`config.mk`:
```
export PLATFORM = sky130hd
export DESIGN_NAME = adder16_selftest
export DESIGN_NICKNAME = d
export VERILOG_FILES = /design/src/rtl/adder16_selftest.sv
export SDC_FILE = /design/constraint.sdc
export NUM_CORES = 1
export LEC_CHECK = 0
export CORE_UTILIZATION = 39
export CTS_CLUSTER_SIZE = 14
export DETAILED_ROUTE_END_ITERATION = 8
export GPL_TIMING_DRIVEN = 1
export HOLD_SLACK_MARGIN = 0.15
export PLACE_DENSITY = 0.63
export SETUP_SLACK_MARGIN = 0.4
export SYNTH_ARGS = -nofsm -noshare
export SYNTH_HDL_FRONTEND = slang
export SYNTH_SLANG_ARGS = --single-unit
```
`constraint.sdc`:
```
create_clock -name i_clk -period 2.9 [get_ports i_clk]
set_input_delay 0.58 -clock i_clk [delete_from_list [all_inputs] [get_ports i_clk]]
set_output_delay 0.58 -clock i_clk [all_outputs]
set_load 0.005 [all_outputs]
```
`src/rtl/adder16_selftest.sv`:
```
// adder16_selftest: hardwired self-test sequencer around a 16-bit
// adder/subtractor. Five fixed operand pairs are run through the adder and
// each 16-bit result is streamed out MSB first as two strobed bytes.
// o_done goes high, and stays high, once the last byte has been written.
module adder16_selftest #(
  parameter int G_GAP = 1  // idle cycles after each LSB byte, 0..15
) (
  input  logic       i_clk,
  input  logic       i_rst,
  output logic [7:0] o_v_out,
  output logic       o_v_wr,
  output logic       o_done
);

  typedef enum logic [2:0] {
    ST_LOAD     = 3'd0,
    ST_CALC     = 3'd1,
    ST_EMIT_MSB = 3'd2,
    ST_EMIT_LSB = 3'd3,
    ST_GAP      = 3'd4,
    ST_DONE     = 3'd5
  } state_t;

  localparam logic [2:0] LAST_IDX = 3'd4;
  localparam bit         GAP_EN   = (G_GAP != 0);
  // Terminal value of the gap counter; unused when the gap is disabled.
  localparam logic [3:0] GAP_LAST = (G_GAP > 0) ? 4'(G_GAP - 1) : 4'd0;

  // Vector table, packed as {A[15:0], op, B[15:0]}; op 0 = add, 1 = subtract.
  function automatic logic [32:0] vec_lookup(input logic [2:0] idx);
    logic [32:0] vec;
    case (idx)
      3'd0:    vec = {16'h1234, 1'b0, 16'h5678};
      3'd1:    vec = {16'hFFFF, 1'b0, 16'h0001};
      3'd2:    vec = {16'h8000, 1'b1, 16'h0001};
      3'd3:    vec = {16'h0000, 1'b1, 16'h0001};
      3'd4:    vec = {16'hABCD, 1'b0, 16'h0000};
      default: vec = 33'd0;
    endcase
    return vec;
  endfunction

  state_t      state_r,   state_nxt_s;
  logic [2:0]  idx_r,     idx_nxt_s;
  logic [3:0]  gap_cnt_r, gap_cnt_nxt_s;
  logic [15:0] a_r,       a_nxt_s;
  logic [15:0] b_r,       b_nxt_s;
  logic        op_r,      op_nxt_s;
  logic [15:0] res_r,     res_nxt_s;
  logic [7:0]  v_out_r,   v_out_nxt_s;
  logic        v_wr_r,    v_wr_nxt_s;
  logic        done_r,    done_nxt_s;

  logic [32:0] vec_s;
  logic [15:0] sum_s;
  // Carry/borrow out of the adder; kept internal, results wrap silently.
  logic        calc_carry_unused_s;
  state_t      adv_state_s;
  logic [2:0]  adv_idx_s;

  assign vec_s = vec_lookup(idx_r);

  // 17-bit add/subtract so the carry/borrow is formed alongside the result.
  assign {calc_carry_unused_s, sum_s} = op_r ? ({1'b0, a_r} - {1'b0, b_r})
                                             : ({1'b0, a_r} + {1'b0, b_r});

  // Where to go once a result has been fully emitted: next vector or finish.
  always_comb begin
    adv_state_s = ST_LOAD;
    adv_idx_s   = idx_r;
    if (idx_r == LAST_IDX) begin
      adv_state_s = ST_DONE;
      adv_idx_s   = idx_r;
    end else begin
      adv_state_s = ST_LOAD;
      adv_idx_s   = idx_r + 3'd1;
    end
  end

  // Next-state and next-output logic; outputs are precomputed for registering.
  always_comb begin
    state_nxt_s   = state_r;
    idx_nxt_s     = idx_r;
    gap_cnt_nxt_s = gap_cnt_r;
    a_nxt_s       = a_r;
    b_nxt_s       = b_r;
    op_nxt_s      = op_r;
    res_nxt_s     = res_r;
    v_out_nxt_s   = v_out_r;
    v_wr_nxt_s    = 1'b0;
    done_nxt_s    = done_r;
    case (state_r)
      ST_LOAD: begin
        a_nxt_s     = vec_s[32:17];
        op_nxt_s    = vec_s[16];
        b_nxt_s     = vec_s[15:0];
        state_nxt_s = ST_CALC;
      end
      ST_CALC: begin
        res_nxt_s   = sum_s;
        state_nxt_s = ST_EMIT_MSB;
      end
      ST_EMIT_MSB: begin
        v_out_nxt_s = res_r[15:8];
        v_wr_nxt_s  = 1'b1;
        state_nxt_s = ST_EMIT_LSB;
      end
      ST_EMIT_LSB: begin
        v_out_nxt_s   = res_r[7:0];
        v_wr_nxt_s    = 1'b1;
        gap_cnt_nxt_s = 4'd0;
        if (GAP_EN) begin
          state_nxt_s = ST_GAP;
        end else begin
          state_nxt_s = adv_state_s;
          idx_nxt_s   = adv_idx_s;
        end
      end
      ST_GAP: begin
        if (gap_cnt_r == GAP_LAST) begin
          state_nxt_s = adv_state_s;
          idx_nxt_s   = adv_idx_s;
        end else begin
          gap_cnt_nxt_s = gap_cnt_r + 4'd1;
        end
      end
      ST_DONE: begin
        done_nxt_s  = 1'b1;
        state_nxt_s = ST_DONE;
      end
      default: begin
        state_nxt_s = ST_LOAD;
      end
    endcase
  end

  // State, datapath and output registers; reset restarts from vector 0.
  always_ff @(posedge i_clk or negedge i_rst) begin
    if (!i_rst) begin
      state_r   <= ST_LOAD;
      idx_r     <= 3'd0;
      gap_cnt_r <= 4'd0;
      a_r       <= 16'h0000;
      b_r       <= 16'h0000;
      op_r      <= 1'b0;
      res_r     <= 16'h0000;
      v_out_r   <= 8'h00;
      v_wr_r    <= 1'b0;
      done_r    <= 1'b0;
    end else begin
      state_r   <= state_nxt_s;
      idx_r     <= idx_nxt_s;
      gap_cnt_r <= gap_cnt_nxt_s;
      a_r       <= a_nxt_s;
      b_r       <= b_nxt_s;
      op_r      <= op_nxt_s;
      res_r     <= res_nxt_s;
      v_out_r   <= v_out_nxt_s;
      v_wr_r    <= v_wr_nxt_s;
      done_r    <= done_nxt_s;
    end
  end

  assign o_v_out = v_out_r;
  assign o_v_wr  = v_wr_r;
  assign o_done  = done_r;

endmodule

```
### Word-level counts from Yosys, hierarchy flattened

Cells that the tools add are included.

* flip-flop bits (word level): 69
* latch bits: 0
* bits in writable memories: 0
* memory bits (read-only): 0
* input bits: 2
* output and inout port bits: 10
* logic and storage cells: 43
* memories kept: 0

* add/sub/neg operators: 4
* multiply operators: 0
* divide/modulo/power cells: 0
* order comparisons: 0
* eq/ne operators: 11
* shift-type cells: 0
* multiplexer cells: 9
* bitwise gates (word level): 1
* reductions and logical operators: 8

Operators with widths (count)
* $pmux 33 s5: 1
* $pmux 3 s6: 1
* $add 16x16->16: 1
* $mux 16: 1
* $pmux 8 s2: 1
* $sub 16x16->16: 1
* $eq 3x2->1 const B: 4
* $eq 3x3->1 const B: 3
* $pmux 4 s2: 1
* $eq 3x1->1 const B: 2
* $logic_not 3->1: 2
* $mux 3: 2
* $add 4x1->4 const B: 1
* $logic_not 4->1: 1
* $mux 4: 1
* $ne 2x2->1 const B: 2
* $reduce_bool 2->1: 2
* $add 3x1->3 const B: 1
* $reduce_and 3->1: 1
* $reduce_and 2->1: 1
* $reduce_or 2->1: 1
* $mux 1: 1
* $not 1->1: 1

### Depth between registers and ports, before layout

* depth after elaboration: 4
* mapped depth: 11
* mapped depth without buffers: 10

### Least setup slack after synthesis

OpenSTA, ideal clock, no wires.

* path kind: reg2reg
* start point: register, netlist name b_r[12]
* end point: register res_r[10]
* setup time: 0.095 ns
* arrival: 2.501 ns
* required time: 2.805 ns
* setup slack: 0.303 ns
* cell stages (with the launch flop): 11
* path buffers: 1
* clock period less this slack: 2.597 ns
* cell sequence: dfrtp_1 > inv_1 > ha_1 > mux2i_4 > ha_1 > clkbuf_1 > o21ai_0 > o2bb2ai_1 > nand4_1 > and4_1 > o31ai_1

RTL lines
* end signal: assignment: line 157 `res_r <= res_nxt_s;`
* end: declaration: line 49 `logic [15:0] res_r, res_nxt_s;`

==> flow_metrics.py <==
metrics = {
    "outcome": {
        "outcome": "completed",
    },
    "route": {
        "drt-met1-wl_um": 2968,
        "vias_per_cell": 5.326,
        "met3WireLength_um": 138,
        "ant_nets": 0,
        "met2WireLength_um": 2664,
        "drt_iter0_markers": 133,
        "top_layer": "met4",
        "drc": 0,
        "num_vias": 2205,
        "firstDrtPassIters": 4,
        "wire_per_inst_um": 14.42,
        "wl_um": 5970,
    },
    "timing": {
        "timing.final.crit_period_ns": 2.362,
        "setup_viol": 0,
        "setup_ws_ns": 0.5382,
        "timing.fmax_mhz": 423.4,
        "tns_ns": 0,
        "rsz0062_at_grt": "no",
        "timing.final.max_slew_violations": 0,
        "tightestPinTransition_ns": 0.5907,
        "period_share": 0.8144,
        "slew-limit-headroom": 0.6062,
        "worst_clock_skew_ns": 0.01251,
        "final_hold_viol_count": 0,
    },
    "clock_tree": {
        "htreeDepth": 2,
        "clock_latency_ns": 0.30,
        "root_buffer": "clkbuf_8",
        "cts_sinks": 44,
        "path_clk_slew_ns": 0.09,
        "cts_hold_buf": 0,
        "cts_buffers": 5,
        "cts_tree": "done",
        "cts_buffer_depth": 2,
    },
    "setup_path": {
        "cp-start-kind": "flip-flop",
        "r2r_start": "b_r[12]$_DFFE_PN0P_",
        "crit_arrival_ns": 2.56,
        "crit_type": "flip-flop to flip-flop",
        "rrSetupSlack_ns": 0.54,
        "worst_r2r_endpoint": "res_r[10]$_DFFE_PN0P_",
        "critPathCaptureType": "flip-flop",
        "r2r_cells": 10,
        "cp.required_ns": 3.09,
        "path_max_fanout": 8,
    },
    "final_layout": {
        "multiInputGateArea_sq_um": 1620,
        "final_area_sq_um": 3184,
        "final-instance-count-excl-fill": 414,
        "nets": 339,
        "utilization": 0.4636,
        "seq_area_sq_um": 1106,
        "drive_gt1_frac": 0.1321,
        "n_antenna_cell": 0,
        "areaGrowthSynthToFinish_pct": 13.67,
        "fillers": 683,
    },
    "global_routing": {
        "antenna_found_initial": 0,
        "grt_max_degree": 25,
        "grt_pass1_vias": 2269,
        "grt_first_pass_wirelength_um": 10590,
        "grt_overflow": 0,
        "track_usage": 0.1811,
    },
    "placement": {
        "placed_cells": 403,
        "place_area_sq_um": 3012,
        "dp_slack_ns": 0.2489,
        "place.gp.congestion": 0.8691,
        "portBuffers": 11,
        "hpwl_um": 4466,
    },
    "synthesis": {
        "synth_fp_nets": 328,
        "synth-edff-count": 0,
        "netlist_instances": 306,
        "ys_seq_elements": 44,
        "synthArstFlopShare": 1.000,
        "synth_flop_cell": "dfrtp_1",
        "ys_seq_area_frac": 0.3930,
        "ys_types": 57,
        "yosysWarnings": 0,
        "synth_area_per_cell_sq_um": 9.155,
        "netlist_area_sq_um": 2801,
    },
    "power": {
        "powerDensity_nw_per_um2": 325.7,
        "ir_drop_uv": 133.9,
        "p_leak_nw": 1.388,
    },
    "run": {
        "cap_violations": 0,
    },
    "floorplanning": {
        "fp-row-count": 30,
        "die_area_sq_um": 7526,
        "io_pins": 12,
        "start_util": 0.4078,
        "die_x_um": 86.76,
        "core-area_sq_um": 6869,
        "die_height_um": 86.76,
    },
    "hold_path": {
        "hold_path.class": "input pin to async pin",
    },
}
## final cells by class
class | instances | share of cell area
Multi-Input combinational cell | 229 | 0.5088
Sequential cell | 44 | 0.3473
Timing Repair Buffer | 22 | 0.05894
Tap cell | 96 | 0.03772
Clock buffer | 7 | 0.02711
Inverter | 15 | 0.01768
Clock inverter | 1 | 0.002358
## metrics by stage
step,power [mW],hold slack [ns]
2_1_floorplan,0.6253,0.2844
3_3_place_gp,0.6408,0.4549
3_5_place_dp,0.6406,0.4618
4_1_cts,1.051,0.2660
5_1_grt,1.073,0.2961
6_report,1.037,0.2478
## layer usage
| layer | up-vias | GRT usage |
|---|---|---|
| met4 | 0 | 0.08788 |
| met5 | - | 0 |
| met2 | 45 | 0.2915 |
| met3 | 15 | 0.03143 |
| li1 | 1115 | - |
| met1 | 1030 | 0.2359 |
## cell usage after synthesis, types with 2 or more instances
| cell type | count | area share |
|---|---|---|
| nand2b_1 | 6 | 0.013 |
| a21oi_1 | 18 | 0.032 |
| a2111o_1 | 2 | 0.0080 |
| and3_1 | 2 | 0.0045 |
| a211oi_1 | 3 | 0.0080 |
| and2_1 | 2 | 0.0045 |
| nand3_1 | 11 | 0.020 |
| and4_1 | 2 | 0.0063 |
| o21ai_1 | 7 | 0.013 |
| inv_1 | 15 | 0.020 |
| clkbuf_1 | 11 | 0.015 |
| o221ai_1 | 2 | 0.0063 |
| ha_1 | 19 | 0.085 |
| a21o_1 | 4 | 0.011 |
| nand2_1 | 46 | 0.062 |
| buf_1 | 3 | 0.0040 |
| nor3_1 | 3 | 0.0054 |
| buf_2 | 2 | 0.0036 |
| a211o_1 | 2 | 0.0063 |
| o31ai_1 | 4 | 0.011 |
| mux2i_1 | 12 | 0.043 |
| xor2_1 | 3 | 0.0094 |
| nor2b_1 | 4 | 0.0089 |
| nor3b_1 | 2 | 0.0054 |
| a31o_2 | 2 | 0.0063 |
| nand4_1 | 5 | 0.011 |
| a31oi_1 | 5 | 0.011 |
| dfrtp_1 | 44 | 0.39 |
| xnor2_1 | 6 | 0.019 |
| nor2_1 | 11 | 0.015 |
| o21ai_0 | 22 | 0.039 |
## power by group
| part | internal (mW) | total [mW] | switching [mW] |
|---|---|---|---|
| Sequential | 0.613 | 0.613 | 0 |
| Combinational | 0.00223 | 0.0142 | 0.0120 |
| Clock | 0.194 | 0.410 | 0.216 |
| Total | 0.809 | 1.04 | 0.228 |
## cells in the final DEF, fill, tap and decap left out, drive strengths merged, types with 3 or more instances in the layout
cell and instances:
a211oi 3, a21o 4, a21oi 18, a31oi 5
buf 12, clkbuf 7, clkdlybuf4s50 10, dfrtp 44
ha 19, inv 15, mux2i 14, nand2 46
nand2b 6, nand3 11, nand4 6, nor2 11
nor2b 4, nor3 3, o21ai 29, o31ai 4
xnor2 6, xor2 4
## registers in the layout, indices dropped and copies added (netlist names)
signal	flops
state_r	3
res_r	16
o_done	1
a_r	5
b_r	2
gap_cnt_r	4
idx_r	3
op_r	1
o_v_wr	1
o_v_out	8
## cell families (layout without fill, tap and decap cells)
group / after synthesis / in the layout / synth area share
compound gates: 83 / 83 / 0.1907
xor+xnor: 10 / 10 / 0.03797
fa+ha+maj: 20 / 20 / 0.09201
buf+inv: 33 / 45 / 0.04913
flops: 44 / 44 / 0.3930
mux: 16 / 16 / 0.06387
simple gates: 100 / 100 / 0.1733
## worst max-delay path by stage
| stage | end | from | slack [ns] |
|---|---|---|---|
| final | res_r[10]$_DFFE_PN0P_ | b_r[12]$_DFFE_PN0P_ | 0.54 |
| after global routing | res_r[10]$_DFFE_PN0P_ | b_r[12]$_DFFE_PN0P_ | 0.39 |
| after CTS | res_r[10]$_DFFE_PN0P_ | b_r[12]$_DFFE_PN0P_ | 0.41 |
| after detailed placement | res_r[10]$_DFFE_PN0P_ | b_r[12]$_DFFE_PN0P_ | 0.25 |
| after global placement | res_r[15]$_DFFE_PN0P_ | b_r[12]$_DFFE_PN0P_ | 0.31 |
| after floorplan | res_r[15]$_DFFE_PN0P_ | b_r[12]$_DFFE_PN0P_ | 0.46 |
## repair_timing
action / in CTS / in global routing
buffers inserted: 2 / 1
pin swaps: 1 / 0
resized for setup: 6 / 11
setup endpoints to repair: 6 / 8
## worst max-delay path: stages, from the launching register on
cell and delay, ns:
dfrtp_2 0.41, inv_1 0.09, ha_1 0.22, nor2_4 0.12
inv_1 0.08, ha_2 0.42, and2_1 0.17, a21o_1 0.16
nand3_1 0.13, and4_1 0.20, o31ai_1 0.25
No activity file was read; power rests on OpenSTA's default activity.
